[src/rtl/fini_vote_register_if.sv]
// ============================================================================
//  fini_vote_register_if
//  Handshake and status bundle for the FINI majority-vote register stage.
//  Revision: 1.0
// ============================================================================
`default_nettype none

interface fini_vote_register_if #(
   parameter int WIDTH = 1,
   parameter int CNT_W = 4
);
   logic                 in_valid;
   logic                 in_ready;
   logic [3*WIDTH-1:0]   port_c_in;
   logic                 out_valid;
   logic                 out_ready;
   logic [3*WIDTH-1:0]   port_c_out;
   logic                 out_fault;
   logic [CNT_W-1:0]     fault_cnt;
   logic                 alarm;
   logic                 clear_alarm;

   modport slave (
      input  in_valid, port_c_in, out_ready, clear_alarm,
      output in_ready, out_valid, port_c_out, out_fault, fault_cnt, alarm
   );

   modport master (
      output in_valid, port_c_in, out_ready, clear_alarm,
      input  in_ready, out_valid, port_c_out, out_fault, fault_cnt, alarm
   );
endinterface

`default_nettype wire

[src/rtl/fini_vote_register.sv]
// ============================================================================
//  fini_vote_register
//  Bitwise majority vote of three redundant copies into a valid/ready register
//  slice, with saturating fault counting and a latched alarm state.
//  Revision: 1.0
// ============================================================================
`default_nettype none

module fini_vote_register #(
   parameter int WIDTH        = 1,
   parameter int CNT_W        = 4,
   parameter int ALARM_THRESH = 3
) (
   input  logic                 clk,
   input  logic                 rst,
   fini_vote_register_if.slave  bus
);

   localparam logic [CNT_W-1:0] CNT_MAX = {CNT_W{1'b1}};
   localparam logic [CNT_W-1:0] THRESH  = CNT_W'(ALARM_THRESH);

   typedef enum logic [0:0] {
      RUN   = 1'b0,
      ALARM = 1'b1
   } state_t;

   state_t               state;
   state_t               state_nx;
   logic [CNT_W-1:0]     cnt;
   logic [CNT_W-1:0]     cnt_nx;

   logic [WIDTH-1:0]     c0;
   logic [WIDTH-1:0]     c1;
   logic [WIDTH-1:0]     c2;
   logic [WIDTH-1:0]     vote;
   logic                 fault;
   logic                 ready;
   logic                 acc;

   logic                 valid_q;
   logic [3*WIDTH-1:0]   data_q;
   logic                 fault_q;

   assign c0    = bus.port_c_in[0*WIDTH +: WIDTH];
   assign c1    = bus.port_c_in[1*WIDTH +: WIDTH];
   assign c2    = bus.port_c_in[2*WIDTH +: WIDTH];
   assign vote  = (c0 & c1) | (c1 & c2) | (c0 & c2);
   assign fault = |((c0 ^ c1) | (c1 ^ c2));

   assign ready = (state == RUN) && (!valid_q || bus.out_ready);
   assign acc   = bus.in_valid && ready;

   // Output register slice: a new accept always overwrites, so accept and
   // drain in the same cycle keeps the slot full.
   always_ff @(posedge clk) begin
      if (rst) begin
         valid_q <= 1'b0;
         data_q  <= '0;
         fault_q <= 1'b0;
      end else if (acc) begin
         valid_q <= 1'b1;
         data_q  <= {vote, vote, vote};
         fault_q <= fault;
      end else if (valid_q && bus.out_ready) begin
         valid_q <= 1'b0;
      end
   end

   always_ff @(posedge clk) begin
      if (rst) begin
         state <= RUN;
         cnt   <= '0;
      end else begin
         state <= state_nx;
         cnt   <= cnt_nx;
      end
   end

   // Clear has priority over a same-cycle faulty accept; in ALARM no accept
   // can happen, which is what freezes the counter there.
   always_comb begin
      state_nx = state;
      cnt_nx   = cnt;
      if (bus.clear_alarm) begin
         cnt_nx   = '0;
         state_nx = RUN;
      end else if (acc && fault) begin
         cnt_nx = (cnt == CNT_MAX) ? cnt : cnt + CNT_W'(1);
         if (cnt_nx >= THRESH) begin
            state_nx = ALARM;
         end
      end
   end

   assign bus.in_ready   = ready;
   assign bus.out_valid  = valid_q;
   assign bus.port_c_out = data_q;
   assign bus.out_fault  = fault_q;
   assign bus.fault_cnt  = cnt;
   assign bus.alarm      = (state == ALARM);

endmodule

`default_nettype wire
[src/flat_wrapper.sv]
// flat-port wrapper written by rule: the top's interface ports become plain ports
module fini_vote_register_flat 
#(
   parameter int WIDTH        = 1,
   parameter int CNT_W        = 4,
   parameter int ALARM_THRESH = 3
)
  (clk, rst, bus_in_valid, bus_port_c_in, bus_out_ready, bus_clear_alarm, bus_in_ready, bus_out_valid, bus_port_c_out, bus_out_fault, bus_fault_cnt, bus_alarm);
  fini_vote_register_if #(.WIDTH(WIDTH), .CNT_W(CNT_W)) bus_i ();
  input  logic clk;
  input  logic rst;
  input wire logic [$bits(bus_i.in_valid)-1:0] bus_in_valid;
  input wire logic [$bits(bus_i.port_c_in)-1:0] bus_port_c_in;
  input wire logic [$bits(bus_i.out_ready)-1:0] bus_out_ready;
  input wire logic [$bits(bus_i.clear_alarm)-1:0] bus_clear_alarm;
  output wire logic [$bits(bus_i.in_ready)-1:0] bus_in_ready;
  output wire logic [$bits(bus_i.out_valid)-1:0] bus_out_valid;
  output wire logic [$bits(bus_i.port_c_out)-1:0] bus_port_c_out;
  output wire logic [$bits(bus_i.out_fault)-1:0] bus_out_fault;
  output wire logic [$bits(bus_i.fault_cnt)-1:0] bus_fault_cnt;
  output wire logic [$bits(bus_i.alarm)-1:0] bus_alarm;
  assign bus_i.in_valid = bus_in_valid;
  assign bus_i.port_c_in = bus_port_c_in;
  assign bus_i.out_ready = bus_out_ready;
  assign bus_i.clear_alarm = bus_clear_alarm;
  assign bus_in_ready = bus_i.in_ready;
  assign bus_out_valid = bus_i.out_valid;
  assign bus_port_c_out = bus_i.port_c_out;
  assign bus_out_fault = bus_i.out_fault;
  assign bus_fault_cnt = bus_i.fault_cnt;
  assign bus_alarm = bus_i.alarm;
  fini_vote_register #(.WIDTH(WIDTH), .CNT_W(CNT_W), .ALARM_THRESH(ALARM_THRESH)) u_core (.clk(clk), .rst(rst), .bus(bus_i));
endmodule
[config.mk]
export PLATFORM = sky130hd
export DESIGN_NAME = fini_vote_register_flat
export DESIGN_NICKNAME = d
export VERILOG_FILES = /design/src/rtl/fini_vote_register_if.sv /design/src/rtl/fini_vote_register.sv /design/src/flat_wrapper.sv
export SDC_FILE = /design/constraint.sdc
export NUM_CORES = 1
export LEC_CHECK = 0
export CAP_MARGIN = 20
export CORE_MARGIN = 3
export CORE_UTILIZATION = 30
export CTS_CLUSTER_SIZE = 28
export DETAILED_ROUTE_END_ITERATION = 6
export GPL_ROUTABILITY_DRIVEN = 0
export GPL_TIMING_DRIVEN = 0
export PLACE_DENSITY = 0.67
export SYNTH_ARGS = -nofsm -noshare
export SYNTH_HDL_FRONTEND = slang
export SYNTH_SLANG_ARGS = --single-unit
[constraint.sdc]
create_clock -name clk -period 1.8 [get_ports clk]
set_input_delay 0.18 -clock clk [delete_from_list [all_inputs] [get_ports clk]]
set_output_delay 0.18 -clock clk [all_outputs]
set_load 0.005 [all_outputs]
==> results of run 1 <==
[sequential cells by signal, indices dropped and copies added (netlist names)]
signal and flops:
u_core.bus.out_fault 1, u_core.bus.out_valid 1, u_core.bus.port_c_out 1, u_core.bus.alarm 1
u_core.bus.fault_cnt 4
[worst max-delay path: stages]
cell and delay [ps]:
clkdlybuf4s50_1 470, nor2b_1 60, nor2_1 80, clkdlybuf4s50_1 500
[synthesized netlist by cell type, types with 2 or more instances]
master	count	area, um2
nor2b_1	2	12.5
ha_1	3	37.5
nand2b_1	3	18.8
mux2i_1	2	20.0
a21oi_1	3	15.0
dfxtp_1	8	160
nand3_1	2	10.0
nor2_1	2	7.51
nand2_1	5	18.8
buf_4	2	15.0
[placed cells by master, fill, tap and decap left out, types with 2 or more instances in the layout]
| cell type | instances |
|---|---|
| buf_4 | 2 |
| ha_1 | 3 |
| nor2b_1 | 2 |
| clkbuf_4 | 3 |
| dfxtp_1 | 8 |
| nand2b_1 | 3 |
| nand2_1 | 5 |
| clkdlybuf4s50_1 | 18 |
| mux2i_1 | 2 |
| a21oi_1 | 3 |
| nor2_1 | 2 |
| nand3_1 | 2 |
[layout make-up]
type,count,area share
well taps,15,0.0264
repair buffers,18,0.254
multi-input cells,39,0.430
inverters,1,0.00528
clock buffers,3,0.0317
plain buffers,3,0.0282
flip-flops and latches,8,0.225
[cells by family after synthesis]
group                    Yosys count
AND/OR/NAND/NOR                   21
AO/OA/AOI/OAI                     13
buffers and inverters              4
flip-flops                         8
multiplexers                       2
adder cells (fa/ha/maj)            3
[how the worst max path moves through the flow]
stage	start	slack, ps	end	depth (start not counted)
final	bus_out_ready	330	bus_in_ready	4
after global routing	u_core.bus.out_valid	230	bus_in_ready	3
after CTS	bus_out_ready	330	bus_in_ready	4
after detailed placement	bus_port_c_in[1]	90	u_core.bus.fault_cnt[2]	5
after global placement	bus_port_c_in[0]	120	u_core.bus.fault_cnt[2]	5
after floorplan	u_core.bus.fault_cnt[0]	520	u_core.bus.alarm	4
[metrics by stage]
step	instance area [um2]	util	setup slack [ps]	power [mW]
final	711	0.502	334	0.420
after global routing	711	0.502	229	0.458
after CTS	711	0.502	330	0.426
after detailed placement	688	0.486	94.6	0.287
after global placement	688	0.486	117	0.285
after floorplan	489	-	520	0.237
[layer usage]
metal / track usage / routed length, um / share of wire / vias to the layer above
li1: - / - / - / 234
met1: 0.142 / 478 / 0.46 / 190
met2: 0.168 / 478 / 0.46 / 13
met3: 0.0742 / 86 / 0.082 / 0
met4: 0.0341 / 0 / 0 / 0
met5: 0 / 0 / 0 / -
[power by group]
| part | switching (mW) | internal [mW] | leakage [nW] | total, mW |
|---|---|---|---|---|
| clock | 0.0608 | 0.0763 | 0.0138 | 0.137 |
| sequential | 0.00652 | 0.185 | 0.0654 | 0.191 |
| combinational | 0.0346 | 0.0569 | 0.215 | 0.0916 |
==> results.toml, run 1 <==
[drt]
drtIter0Drc = 5
vias = 437
wl_per_cell_um = 12.0
drt_pass1_iterations = 2
drt_wl_total_mm = 1.04
detail-route-antenna-nets = 0
viasPerCell = 5.02
drc = 0

[worst_setup_path]
start_kind = "primary input"
worst_setup_path_end_kind = "primary output"
worst-setup-path-type = "primary input to primary output"
ff2ff_setup_slack_ps = 400
r2r-end = "u_core.bus.alarm"
rr_startpoint = "u_core.bus.fault_cnt[0]"
worst_r2r_path_depth = 4
crit_required_ps = 1620
cp.arrival_ps = 1290
cp_max_fo = 2

[layout]
nets = 85
ff_latch_area_um2 = 160
n_fill_cell = 129
area_delta_synth_final_pct = 45.3
instances_no_fill = 87
diodes = 0
drive_gt1_frac = 0.153
multi_input_area_um2 = 305

[synth]
synthArstFlopShare = 0
synth-seq-cells = 8
synth_mux_area_frac = 0.0409
yosys.area_share.simple = 0.256
synth-edff-count = 0
synth_cell_types = 29
synth_xor_area_frac = 0
synth_nets = 62
synth_top_family_by_area = "simple AND/OR/NAND/NOR gates"
ys_warn_count = 0
synthFlopType = "dfxtp_1"
synth_compound_area_frac = 0.251
synth-adder-area-share = 0.0767
ys_seq_area_frac = 0.327
syn_area_um2 = 489
synth_area_per_cell_um2 = 9.59
synthCells = 51

[hold_path]
hp-class = "flip-flop to flip-flop"
hold_path_depth = 2
hold_end = "u_core.bus.out_fault"
min_from = "u_core.bus.out_fault"

[clock_tree]
cts_tree = "yes"
cts_resized = 0
cts_setup_buffers = 0
clk_latency_ps = 250
htreeDepth = 1
clock_path_buffers = 2
numCtsBuffers = 3
postCtsHoldBufs = 0
clkSinkCount = 8
cts.reportedPaths.clkPinSlew_ps = 50
root_buffer = "clkbuf_4"

[run_status]
status = "finished clean"

[timing]
setup_tns_ps = 0
max_freq_mhz = 682
hold-worst-slack_ps = 489
setup_viol = 0
post-route-min-period_ps = 1470
relSlewSlack = 0.696
finalHoldViolations = 0
worst_slew_pin_slew_ps = 454
fin_skew_ps = 2.99
period_share = 0.815
grt_setup_unrepaired = "false"
slew_viol_final = 0

[global_route]
antenna_found_initial = 0
grt-ovfl-total = 0
grt_start_max_net_pins = 9
grt_usage = 0.116
grt_pass1_wl_mm = 1.73
grt_pass1_vias = 393

[power]
leakagePower_nw = 0.294
ir_drop_mv = 0.421
power.density_nw_per_um2 = 591

[floorplan]
die_y_um = 46.4
fp.dieW_um = 46.4
num_rows = 13
start_util = 0.346
die_area_um2 = 2150
ios = 19
core_um2 = 1420

[place]
dp_cells = 84
io_buffers = 18
dp_hpwl_um = 823

[flow_run]
maxCapViolations = 0
Power figures use the tool's default switching activity.
==> inputs of run 2 (changes only) <==
clock period = 1.44 ns   (was 1.8 ns; I/O delays follow)
==> results.toml, run 2 (synthesized netlist as in run 1, its figures left out) <==
[place]
detailed_place.area_um2 = 688
io_buffers = 18
dp_hpwl_um = 823
dp_cells = 84

[power]
p_clk_frac = 0.325
p_sw_uw = 129
leakagePower_nw = 0.297
ir_drop_mv = 0.556
combPwrFrac = 0.223
power.density_nw_per_um2 = 732
p_sw_frac = 0.243
intPower_uw = 401
seq_power_share = 0.453

[floorplan]
ios = 19
start_util = 0.346
die_area_um2 = 2150
core_um2 = 1420
fp.dieW_um = 46.4
num_rows = 13
die_y_um = 46.4

[worst_setup_path]
critPathMaxStageDelay_ps = 500
cp_max_fo = 5
cp_num_cells = 5
path_buf_inv = 1
cp.arrival_ps = 1530
worst_r2r_path_depth = 4
crit_chain = "clkdlybuf4s50_1 > ha_1 > or2_4 > a41o_2 > o311a_1"
critPathSlowestCell = "clkdlybuf4s50_1"
worst_setup_path_end_kind = "flip-flop"
crit_required_ps = 1580
worst-setup-path-type = "primary input to flip-flop"
start_kind = "primary input"
critPathTopFamily = "buffers and inverters"

[hold_path]
hp-class = "flip-flop to flip-flop"
hold_path_depth = 2

[layout]
postLayoutCoreUtil = 0.512
largest_register_ffs = 4
design_area_um2 = 724
final_cell_mix = "clkdlybuf4s50_1, nand2_1, dfxtp_1"
diodes = 0
nets = 85
layout_commonest_cell = "clkdlybuf4s50_1"
instances_no_fill = 87
drive_gt1_frac = 0.236
area_delta_synth_final_pct = 48.1

[global_route]
grt_start_max_net_pins = 9
grt_pass1_vias = 393
grt_usage = 0.116
grt-ovfl-total = 0
grt_pass1_wl_mm = 1.73
antenna_found_initial = 0

[clock_tree]
clk_latency_ps = 250
cts_setup_buffers = 0
root_buffer = "clkbuf_4"
numCtsBuffers = 3
cts.reportedPaths.clkPinSlew_ps = 60
htreeDepth = 1
clkSinkCount = 8
clock_path_buffers = 2
cts_tree = "yes"

[drt]
viasPerCell = 5.11
detail-route-antenna-nets = 0
wl_per_cell_um = 12.5
drt_pass1_iterations = 4
drc = 0
drt_wl_total_mm = 1.09
drtIter0Drc = 6
vias = 445

[timing]
post-route-min-period_ps = 1390
relSlewSlack = 0.699
hold-worst-slack_ps = 493
finalHoldViolations = 0
max_freq_mhz = 721
grt_setup_unrepaired = "false"
slew_viol_final = 0
fin_skew_ps = 4.37
worst_slew_pin_slew_ps = 450
setup_viol = 0
period_share = 0.963

[run_status]
status = "finished clean"

[flow_run]
maxCapViolations = 0
==> run 2: cell count changes in the layout (fill, tap and decap cells not counted), sizes merged <==
cell,delta
clkdlybuf4s50,-1
dlymetal6s2s,+1
==> run 2: timing repair <==
item                       4_1_cts  5_1_grt
hold buffers                     0        0
setup endpoints to repair        0        9
resized for setup                0        7
==> run 2: final cells by class <==
class / instances / area, um2
sequential: 8 / 164
timing repair buffer: 18 / 183
buffer: 3 / 20.0
fill: 129 / 691
clock buffer: 3 / 22.5
multi-input combinational: 39 / 313
inverter: 1 / 3.75
tap: 15 / 18.8
==> run 2: worst paths after layout <==
kind / startpoint / endpoint / slack [ps]
hold / removal: u_core.bus.out_fault / u_core.bus.out_fault / 490
setup reg to reg: u_core.bus.fault_cnt[1] / u_core.bus.alarm / 120
hold reg to reg: u_core.bus.out_fault / u_core.bus.out_fault / 490
setup / recovery: bus_port_c_in[1] / u_core.bus.fault_cnt[2] / 50
==> run 2: power by group through the flow <==
| stage | combinational, mW | clock (mW) | sequential, mW |
|---|---|---|---|
| floorplan | 0.0524 | 0 | 0.244 |
| global placement | 0.113 | 0 | 0.243 |
| detailed placement | 0.115 | 0 | 0.244 |
| CTS | 0.115 | 0.178 | 0.239 |
| global route | 0.129 | 0.206 | 0.242 |
| finish | 0.118 | 0.172 | 0.240 |
==> run 2: layer usage <==
metal | vias up | part of all wire | track usage
li1 | 233 | - | -
met1 | 198 | 0.45 | 0.142
met2 | 14 | 0.46 | 0.168
met3 | 0 | 0.089 | 0.0742
met4 | 0 | 0 | 0.0341
met5 | - | 0 | 0
==> run 2: worst reg2reg max path, cell delays in order, from the launching register on <==
cell and delay, ps:
dfxtp_1 390, ha_2 300, nor2b_1 160, a2111oi_4 270
o31ai_1 90
==> run 2: through the flow <==
step | setup TNS, ps | setup slack, ps | total power [mW]
after global placement | -856 | -207 | 0.356
final | 0 | 53.1 | 0.530
after floorplan | 0 | 160 | 0.296
after detailed placement | -945 | -229 | 0.358
after global routing | 0 | 19.7 | 0.577
after CTS | 0 | 9.29 | 0.532
==> inputs of run 3 (changes only) <==
REMOVE_ABC_BUFFERS = 1   (was unset)
==> results.toml, run 3 (synthesized netlist as in run 1, its figures left out) <==
[layout]
drive_gt1_frac = 0.217
layout_commonest_cell = "clkdlybuf4s50_1"
area_delta_synth_final_pct = 43.5
nets = 82
postLayoutCoreUtil = 0.496
instances_no_fill = 84
largest_register_ffs = 4
diodes = 0
final_cell_mix = "clkdlybuf4s50_1, nand2_1, dfxtp_2, dfxtp_1"

[place]
io_buffers = 18
post-place-ws_ps = -229
dp_cells = 81

[floorplan]
die_y_um = 46.4
fp.dieW_um = 46.4
die_area_um2 = 2150
num_rows = 13
start_util = 0.346
core_um2 = 1420
ios = 19

[clock_tree]
clk_latency_ps = 260
numCtsBuffers = 3
clock_path_buffers = 2
clkSinkCount = 8
postCtsHoldBufs = 0
cts.reportedPaths.clkPinSlew_ps = 60
htreeDepth = 1
root_buffer = "clkbuf_4"
cts_tree = "yes"
cts_setup_buffers = 0

[power]
seq_power_share = 0.455
leakagePower_nw = 0.283
p_clk_frac = 0.331
p_sw_uw = 130
intPower_uw = 396
ir_drop_mv = 0.420
combPwrFrac = 0.213
power_uw = 526
power.density_nw_per_um2 = 749
p_sw_frac = 0.247

[worst_setup_path]
path_buf_inv = 1
worst-setup-path-type = "primary input to flip-flop"
cp.arrival_ps = 1530
critPathMaxStageDelay_ps = 430
cp_max_fo = 5
start_kind = "primary input"
critPathTopFamily = "buffers and inverters"
critPathSlowestCell = "clkdlybuf4s50_1"
worst_setup_path_end_kind = "flip-flop"
crit_chain = "clkdlybuf4s50_1 > ha_1 > or2_4 > a41o_2 > o311a_1"
crit_required_ps = 1580

[drt]
drt_pass1_iterations = 2
drc = 0
drtIter0Drc = 4
wl_per_cell_um = 12.9
viasPerCell = 5.31
detail-route-antenna-nets = 0
vias = 446
drt_wl_total_mm = 1.09

[timing]
post-route-min-period_ps = 1380
fin_skew_ps = 6.88
max_freq_mhz = 724
relSlewSlack = 0.697
grt_setup_unrepaired = "false"
setup_slack_ps = 58.8
period_share = 0.959
setup_viol = 0
slew_viol_final = 0
worst_slew_pin_slew_ps = 454
finalHoldViolations = 0

[global_route]
grt_pass1_wl_mm = 1.75
grt-ovfl-total = 0
antenna_found_initial = 0
grt_start_max_net_pins = 9
grt_usage = 0.117
grt_pass1_vias = 396

[flow_run]
maxCapViolations = 0

[run_status]
status = "finished clean"

[hold_path]
hp-class = "flip-flop to flip-flop"
## run 3: stage by stage
stage	TNS, ps	cell area (um2)	hold slack, ps
finish	0	702	480
global route	0	702	502
CTS	0	689	485
detailed placement	-1010	668	477
global placement	-874	668	479
floorplan	0	469	213
## run 3: final timing paths
kind | from | end | slack, ps | cells past startpoint
worst min-delay path | u_core.bus.out_fault | u_core.bus.out_fault | 480 | 2
worst min register to register | u_core.bus.out_fault | u_core.bus.out_fault | 480 | 2
worst max register to register | u_core.bus.fault_cnt[1] | u_core.bus.alarm | 100 | 4
worst max-delay path | bus_port_c_in[0] | u_core.bus.fault_cnt[2] | 60 | 5
## run 3: power groups by stage
stage	Sequential (mW)	Combinational (mW)	Clock, mW
finish	0.239	0.112	0.174
global route	0.241	0.124	0.199
CTS	0.239	0.108	0.182
detailed placement	0.244	0.108	0
global placement	0.244	0.106	0
floorplan	0.245	0.0441	0
## run 3: worst reg2reg max path, cell delays in order (launching register included)
cell and delay (ps):
dfxtp_1 400, ha_2 300, nor2b_1 150, a2111oi_4 270
o31ai_1 100
## run 3: routing by layer
metal  GRT usage  wire length (um)
met1       0.156               486
met2       0.159               514
met3      0.0742                86
met4      0.0170                 0
met5           0                 0
## run 3: layout make-up
type / count / area, um2
Fill cell: 139 / 713
Clock buffer: 3 / 22.5
Timing Repair Buffer: 18 / 179
Multi-Input combinational cell: 39 / 313
Tap cell: 15 / 18.8
Inverter: 1 / 3.75
Sequential cell: 8 / 165
## run 3: what timing repair did
action                     in CTS  in global routing
gates resized for setup         1                  7
cloned                          0                  0
setup endpoints to repair       1                  6
